[src/rtl/display_pkg.sv]
// display_pkg
// Shared definitions for the 4-digit multiplexed 7-segment scan driver:
// digit count, BCD width, the one-hot digit-select table, the scan state
// type and small helpers for pulling nibbles out of the latched frame and
// for deciding leading-zero suppression.
package display_pkg;

    localparam int NUM_DIGITS = 4;
    localparam int BCD_W      = 4;

    localparam logic [NUM_DIGITS-1:0] SEL_OFF = 4'b0000;

    // Digit 0 is the leftmost digit and owns the MSB of the select vector.
    localparam logic [NUM_DIGITS-1:0] SEL [NUM_DIGITS] =
        '{4'b1000, 4'b0100, 4'b0010, 4'b0001};

    typedef enum logic {
        ST_IDLE,
        ST_SCAN
    } scan_state_t;

    // Digit 0 lives in frame[15:12], digit 3 in frame[3:0].
    function automatic logic [BCD_W-1:0] digit_nibble(
        input logic [NUM_DIGITS*BCD_W-1:0] frame,
        input logic [1:0]                  k
    );
        return frame[(3 - int'(k)) * BCD_W +: BCD_W];
    endfunction

    // A digit left of the last one is dark when it and every digit to its
    // left are zero. The rightmost digit always shows, so "0" stays visible.
    function automatic logic lz_dark(
        input logic [NUM_DIGITS*BCD_W-1:0] frame,
        input logic [1:0]                  k
    );
        logic dark;
        dark = (k != 2'd3);
        for (int i = 0; i < NUM_DIGITS - 1; i++) begin
            if (i <= int'(k) && digit_nibble(frame, 2'(i)) != '0) begin
                dark = 1'b0;
            end
        end
        return dark;
    endfunction

endpackage

[src/rtl/scan_prescaler.sv]
// scan_prescaler
// Divides the system clock into the per-digit dwell time. While run is
// high the counter walks 0 .. CLK_DIV-1 and wraps; tick marks the last
// cycle of each dwell so the scanner advances on the following edge.
// Dropping run parks the counter at zero so a restart gets a full slot.
//   clk   : system clock
//   reset : synchronous, active-high
//   run   : count enable
//   tick  : high while cnt == CLK_DIV-1 and run is high
module scan_prescaler #(
    parameter int CLK_DIV = 50000
) (
    input  logic clk,
    input  logic reset,
    input  logic run,
    output logic tick
);

    localparam int                CNT_W   = (CLK_DIV > 1) ? $clog2(CLK_DIV) : 1;
    localparam logic [CNT_W-1:0]  CNT_MAX = CNT_W'(CLK_DIV - 1);

    logic [CNT_W-1:0] cnt;

    // Free-running dwell counter; it only moves while the scan is running
    // and is held at zero otherwise.
    always_ff @(posedge clk) begin
        if (reset || !run) begin
            cnt <= '0;
        end else if (cnt == CNT_MAX) begin
            cnt <= '0;
        end else begin
            cnt <= cnt + CNT_W'(1);
        end
    end

    assign tick = run && (cnt == CNT_MAX);

endmodule

[src/rtl/display_scan.sv]
// display_scan
// Multiplexed 4-digit 7-segment scan driver. Selects one digit at a time
// for CLK_DIV cycles, presents that digit's BCD nibble, and latches the
// whole 16-bit value once per frame so the display never tears.
//   clk         : system clock
//   reset       : synchronous, active-high
//   enable      : 1 = scanning, 0 = all digits dark
//   digits      : BCD value, digits[15:12] = digit 0 (leftmost)
//   blank       : per-digit force-dark, blank[3] = digit 0
//   indicador   : one-hot active-high digit select (0000 = none lit)
//   digit_value : BCD nibble of the selected digit
//   frame_start : one-cycle pulse when digit 0 begins a frame
module display_scan
    import display_pkg::*;
#(
    parameter int CLK_DIV  = 50000,
    parameter bit LZ_BLANK = 1'b0
) (
    input  logic                      clk,
    input  logic                      reset,
    input  logic                      enable,
    input  logic [NUM_DIGITS*BCD_W-1:0] digits,
    input  logic [NUM_DIGITS-1:0]     blank,
    output logic [NUM_DIGITS-1:0]     indicador,
    output logic [BCD_W-1:0]          digit_value,
    output logic                      frame_start
);

    scan_state_t                 state;
    logic [1:0]                  idx;
    logic [NUM_DIGITS*BCD_W-1:0] shadow;
    logic                        run;
    logic                        tick;

    logic [1:0]                  next_idx;
    logic [NUM_DIGITS*BCD_W-1:0] next_shadow;
    logic                        next_fs;
    logic                        next_dark;

    // The prescaler only counts once the scan is up and enable is still
    // high, so the disabling edge also clears the dwell counter.
    assign run = (state == ST_SCAN) && enable;

    scan_prescaler #(
        .CLK_DIV (CLK_DIV)
    ) u_prescaler (
        .clk   (clk),
        .reset (reset),
        .run   (run),
        .tick  (tick)
    );

    // Work out which digit is shown next and which frame it comes from.
    // A fresh frame is latched both on start-up and on the 3 -> 0 wrap,
    // and blanking is judged against that next digit and next frame so the
    // registered outputs line up with the slot they describe.
    always_comb begin
        next_idx    = idx;
        next_shadow = shadow;
        next_fs     = 1'b0;
        if (state == ST_IDLE) begin
            next_idx    = 2'd0;
            next_shadow = digits;
            next_fs     = 1'b1;
        end else if (tick) begin
            next_idx = idx + 2'd1;
            if (idx == 2'd3) begin
                next_shadow = digits;
                next_fs     = 1'b1;
            end
        end
        next_dark = blank[2'd3 - next_idx] ||
                    (LZ_BLANK && lz_dark(next_shadow, next_idx));
    end

    // Scan state and registered outputs. Reset wins, then a low enable
    // darkens everything and drops back to idle so the next enable starts
    // a clean frame at digit 0.
    always_ff @(posedge clk) begin
        if (reset) begin
            state       <= ST_IDLE;
            idx         <= 2'd0;
            shadow      <= '0;
            indicador   <= SEL_OFF;
            digit_value <= '0;
            frame_start <= 1'b0;
        end else if (!enable) begin
            state       <= ST_IDLE;
            idx         <= 2'd0;
            indicador   <= SEL_OFF;
            frame_start <= 1'b0;
        end else begin
            state       <= ST_SCAN;
            idx         <= next_idx;
            shadow      <= next_shadow;
            frame_start <= next_fs;
            digit_value <= digit_nibble(next_shadow, next_idx);
            indicador   <= next_dark ? SEL_OFF : SEL[next_idx];
        end
    end

endmodule

[config.mk]
export PLATFORM = sky130hd
export DESIGN_NAME = display_scan
export DESIGN_NICKNAME = d
export VERILOG_FILES = /design/src/rtl/display_pkg.sv /design/src/rtl/scan_prescaler.sv /design/src/rtl/display_scan.sv
export SDC_FILE = /design/constraint.sdc
export NUM_CORES = 1
export LEC_CHECK = 0
export CAP_MARGIN = 10
export CELL_PAD_IN_SITES_DETAIL_PLACEMENT = 0
export CELL_PAD_IN_SITES_GLOBAL_PLACEMENT = 1
export CORE_AREA = 2 2 64 91
export DETAILED_ROUTE_END_ITERATION = 8
export DIE_AREA = 0 0 66 93
export HOLD_SLACK_MARGIN = 0.05
export PLACE_DENSITY_LB_ADDON = 0.2
export REMOVE_ABC_BUFFERS = 1
export SETUP_SLACK_MARGIN = 0.3
export SKIP_CTS_REPAIR_TIMING = 1
export SYNTH_ARGS = -nofsm -noshare
export SYNTH_HDL_FRONTEND = slang
export SYNTH_SLANG_ARGS = --single-unit
export TNS_END_PERCENT = 50
[constraint.sdc]
create_clock -name clk -period 6.25 [get_ports clk]
set_input_delay 0.625 -clock clk [delete_from_list [all_inputs] [get_ports clk]]
set_output_delay 0.625 -clock clk [all_outputs]
set_load 0.005 [all_outputs]
==> impl_metrics.py <==
metrics = {
    "status": {
        "status": "complete, no violations",
    },
    "floorplanning": {
        "rows": 32,
        "coreArea_um2": 5365,
        "pin_count": 32,
        "dieArea_um2": 6138,
        "initial_core_util_pct": 42.40,
        "die_w_um": 66,
        "die_height_um": 93,
    },
    "final_layout": {
        "final_cell_mix": "nand2_1 (48), dfxtp_1 (44), clkdlybuf4s50_1 (31)",
        "multi_input_area_um2": 1251,
        "final_common_cell": "nand2_1",
        "register_area_um2": 880.8,
        "fillers": 556,
        "n_antenna_cell": 0,
        "drive_gt1_share_pct": 7.383,
        "area_growth_pct": 16.39,
        "nets": 322,
        "utilization_pct": 49.35,
        "stdcell_count": 366,
    },
    "sta": {
        "worst_pin_slew_ns": 0.7860,
        "min_period_over_period_pct": 43.98,
        "hold_viol_final": 0,
        "slew_violations": 0,
        "maxSlewHeadroom_pct": 47.43,
        "setup_viol": 0,
        "min_period_ns": 2.749,
        "skew_ns": 0.006554,
        "setup_tns_ns": 0,
        "rsz0062_at_grt": "false",
        "hold_ws_ns": 0.4538,
        "max_freq_mhz": 363.8,
    },
    "pwr": {
        "p_per_area_nw_per_um2": 199.4,
        "total_power_w": 0.0005278,
        "ir_worst_vdd_uv": 143.1,
        "leakagePower_nw": 0.9603,
    },
    "global_route": {
        "grt_usage_pct": 18.84,
        "grt_first_pass_wirelength_mm": 9.025,
        "grt_max_degree": 22,
        "grt_pass1_vias": 1913,
        "antenna_found_initial": 0,
        "overflow": 0,
    },
    "synth": {
        "synth_edf_count": 0,
        "synthArstFlopShare_pct": 0,
        "synth_mux_area_share_pct": 2.970,
        "synth_xor_area_share_pct": 4.620,
        "synth-main-ff-cell": "dfxtp_1",
        "synth_top_family_by_area": "simple AND/OR/NAND/NOR gates",
        "synth-simple-area-share_pct": 29.59,
        "syn_area_um2": 2275,
        "syn_avg_cell_area_um2": 8.363,
        "ys.warnings.count": 0,
        "synth_compound_area_share_pct": 16.72,
        "synth_seq_cells": 44,
        "netlist-cell-type-count": 51,
        "synthAdderAreaFrac_pct": 1.100,
        "yosysSeqAreaShare_pct": 38.72,
        "synthCells": 272,
    },
    "critical_path": {
        "arrival_ns": 2.89,
        "r2r_start": "idx[0]",
        "cp-start-kind": "input pin",
        "cpMaxStageDelayCell": "clkdlybuf4s50_1",
        "endpoint_kind": "flip-flop",
        "crit_path_max_fanout": 12,
        "max_stage_delay_ns": 0.74,
        "reg2reg_depth": 6,
        "cp.required_ns": 6.39,
        "path_cells": "clkdlybuf4s50_1, and4_2, and4_4, mux2_4, a22o_1, a32oi_1, a211oi_1",
        "regToRegSetupSlack_ns": 3.89,
        "worstSetupPathType": "in -> reg",
        "regToRegEndpoint": "digit_value[1]",
    },
    "clock_network": {
        "cts_buffer_depth": 2,
        "cts_tree": "yes",
        "path_clk_slew_ns": 0.08,
        "clock-sinks": 44,
        "h-tree-depth": 2,
        "cts-root-buf": "clkbuf_8",
        "insertion_delay_ns": 0.29,
        "cts_buffers": 5,
    },
    "detailed_routing": {
        "wl_per_cell_um": 14.70,
        "ant_nets": 0,
        "drt_iter0_markers": 77,
        "wirelength_mm": 5.382,
        "vias_per_cell": 5.440,
        "vias": 1991,
        "dr.pass1.iters": 4,
        "drc": 0,
    },
    "placement": {
        "gp_congestion": 0.8208,
        "dp.cells": 358,
        "port_buffers": 31,
        "dpl.hpwl_mm": 4.023,
    },
    "min_path": {
        "holdPathStages": 2,
        "worstHoldEndpoint": "shadow[1]",
        "hold_start": "shadow[1]",
        "min_path_type": "reg -> reg",
    },
    "run": {
        "maxCapViolations": 0,
    },
}
## routing by layer
metal  track usage (%)  routed length (µm)
met5                 0                   0
met4             5.102                  47
met3             2.888                 187
met2             34.51                2874
met1             22.35                2273
## synthesized netlist by cell type (2+ instances only)
cell type  number  area share (%)
clkbuf_8        3             1.8
o21ai_0         9             2.0
a22oi_1         4             1.3
buf_6           2            0.99
a32oi_1         2            0.77
nor3b_1         5             1.7
a311oi_1        2            0.77
nor3_1          6             1.3
dfxtp_1        44              39
or3_1           4             1.1
and3_1          4             1.1
a22o_1          2            0.77
mux2i_1         3             1.3
inv_1           8             1.3
ha_1            2             1.1
xor2_1         10             3.9
a21oi_1        23             5.1
nor4b_4         2             2.1
nand4_1         6             1.7
a211oi_1        9             3.0
nor2b_1         2            0.55
xnor2_1         2            0.77
nand2_1        48             7.9
clkbuf_1        4            0.66
nand3_1        16             3.5
mux2_2          2            0.99
nor2_1         24             4.0
## flip-flops by register name, summed over array words and instances, names as in the netlist
name and count:
digit_value 4, frame_start 1, idx 2, indicador 4
shadow 16, state 1, u_prescaler.cnt 16
## logic make-up (layout without fill, tap and decap cells)
logic type,Yosys count,after routing
compound gates,58,58
xor+xnor,12,12
fa+ha+maj,2,2
buf+inv,21,47
flops,44,44
mux,6,6
simple gates,129,129
## metrics by stage
| stage | instance area, µm² | setup WS, ns |
|---|---|---|
| floorplan | 2162 | 4.208 |
| global placement | 2557 | 3.241 |
| detailed placement | 2557 | 3.181 |
| CTS | 2648 | 3.522 |
| global route | 2648 | 3.360 |
| finish | 2648 | 3.501 |
## power breakdown
group	total (W)	internal, W	switching, W	leakage (nW)
logic	0.0000488	0.0000268	0.0000220	0.556
registers	0.000296	0.000289	0.00000699	0.359
clock network	0.000183	0.0000902	0.0000930	0.0455
total	0.000528	0.000406	0.000122	0.960
## worst max-delay path by stage
stage,startpoint,endpoint,slack (ns),cells after the start
finish,enable,digit_value[2],3.50,7
global route,enable,shadow[11],3.36,7
CTS,enable,digit_value[2],3.52,7
detailed placement,enable,digit_value[2],3.18,7
global placement,enable,digit_value[2],3.24,7
floorplan,enable,digit_value[0],4.21,6
## critical path, delay by kind of cell
family                 cells  cell delay [ns]
buffers and inverters      1             0.74
AND/OR/NAND/NOR            2             0.70
AO/OA/AOI/OAI              3             0.47
multiplexers               1             0.34
## area by class of cell
class	count	share of cell area (%)
inverter	8	1.134
multi-input combinational	207	47.26
clock buffer	8	3.403
tap	68	3.214
sequential	44	33.27
timing repair buffer	31	11.72
(Power assumes the default switching activity.)
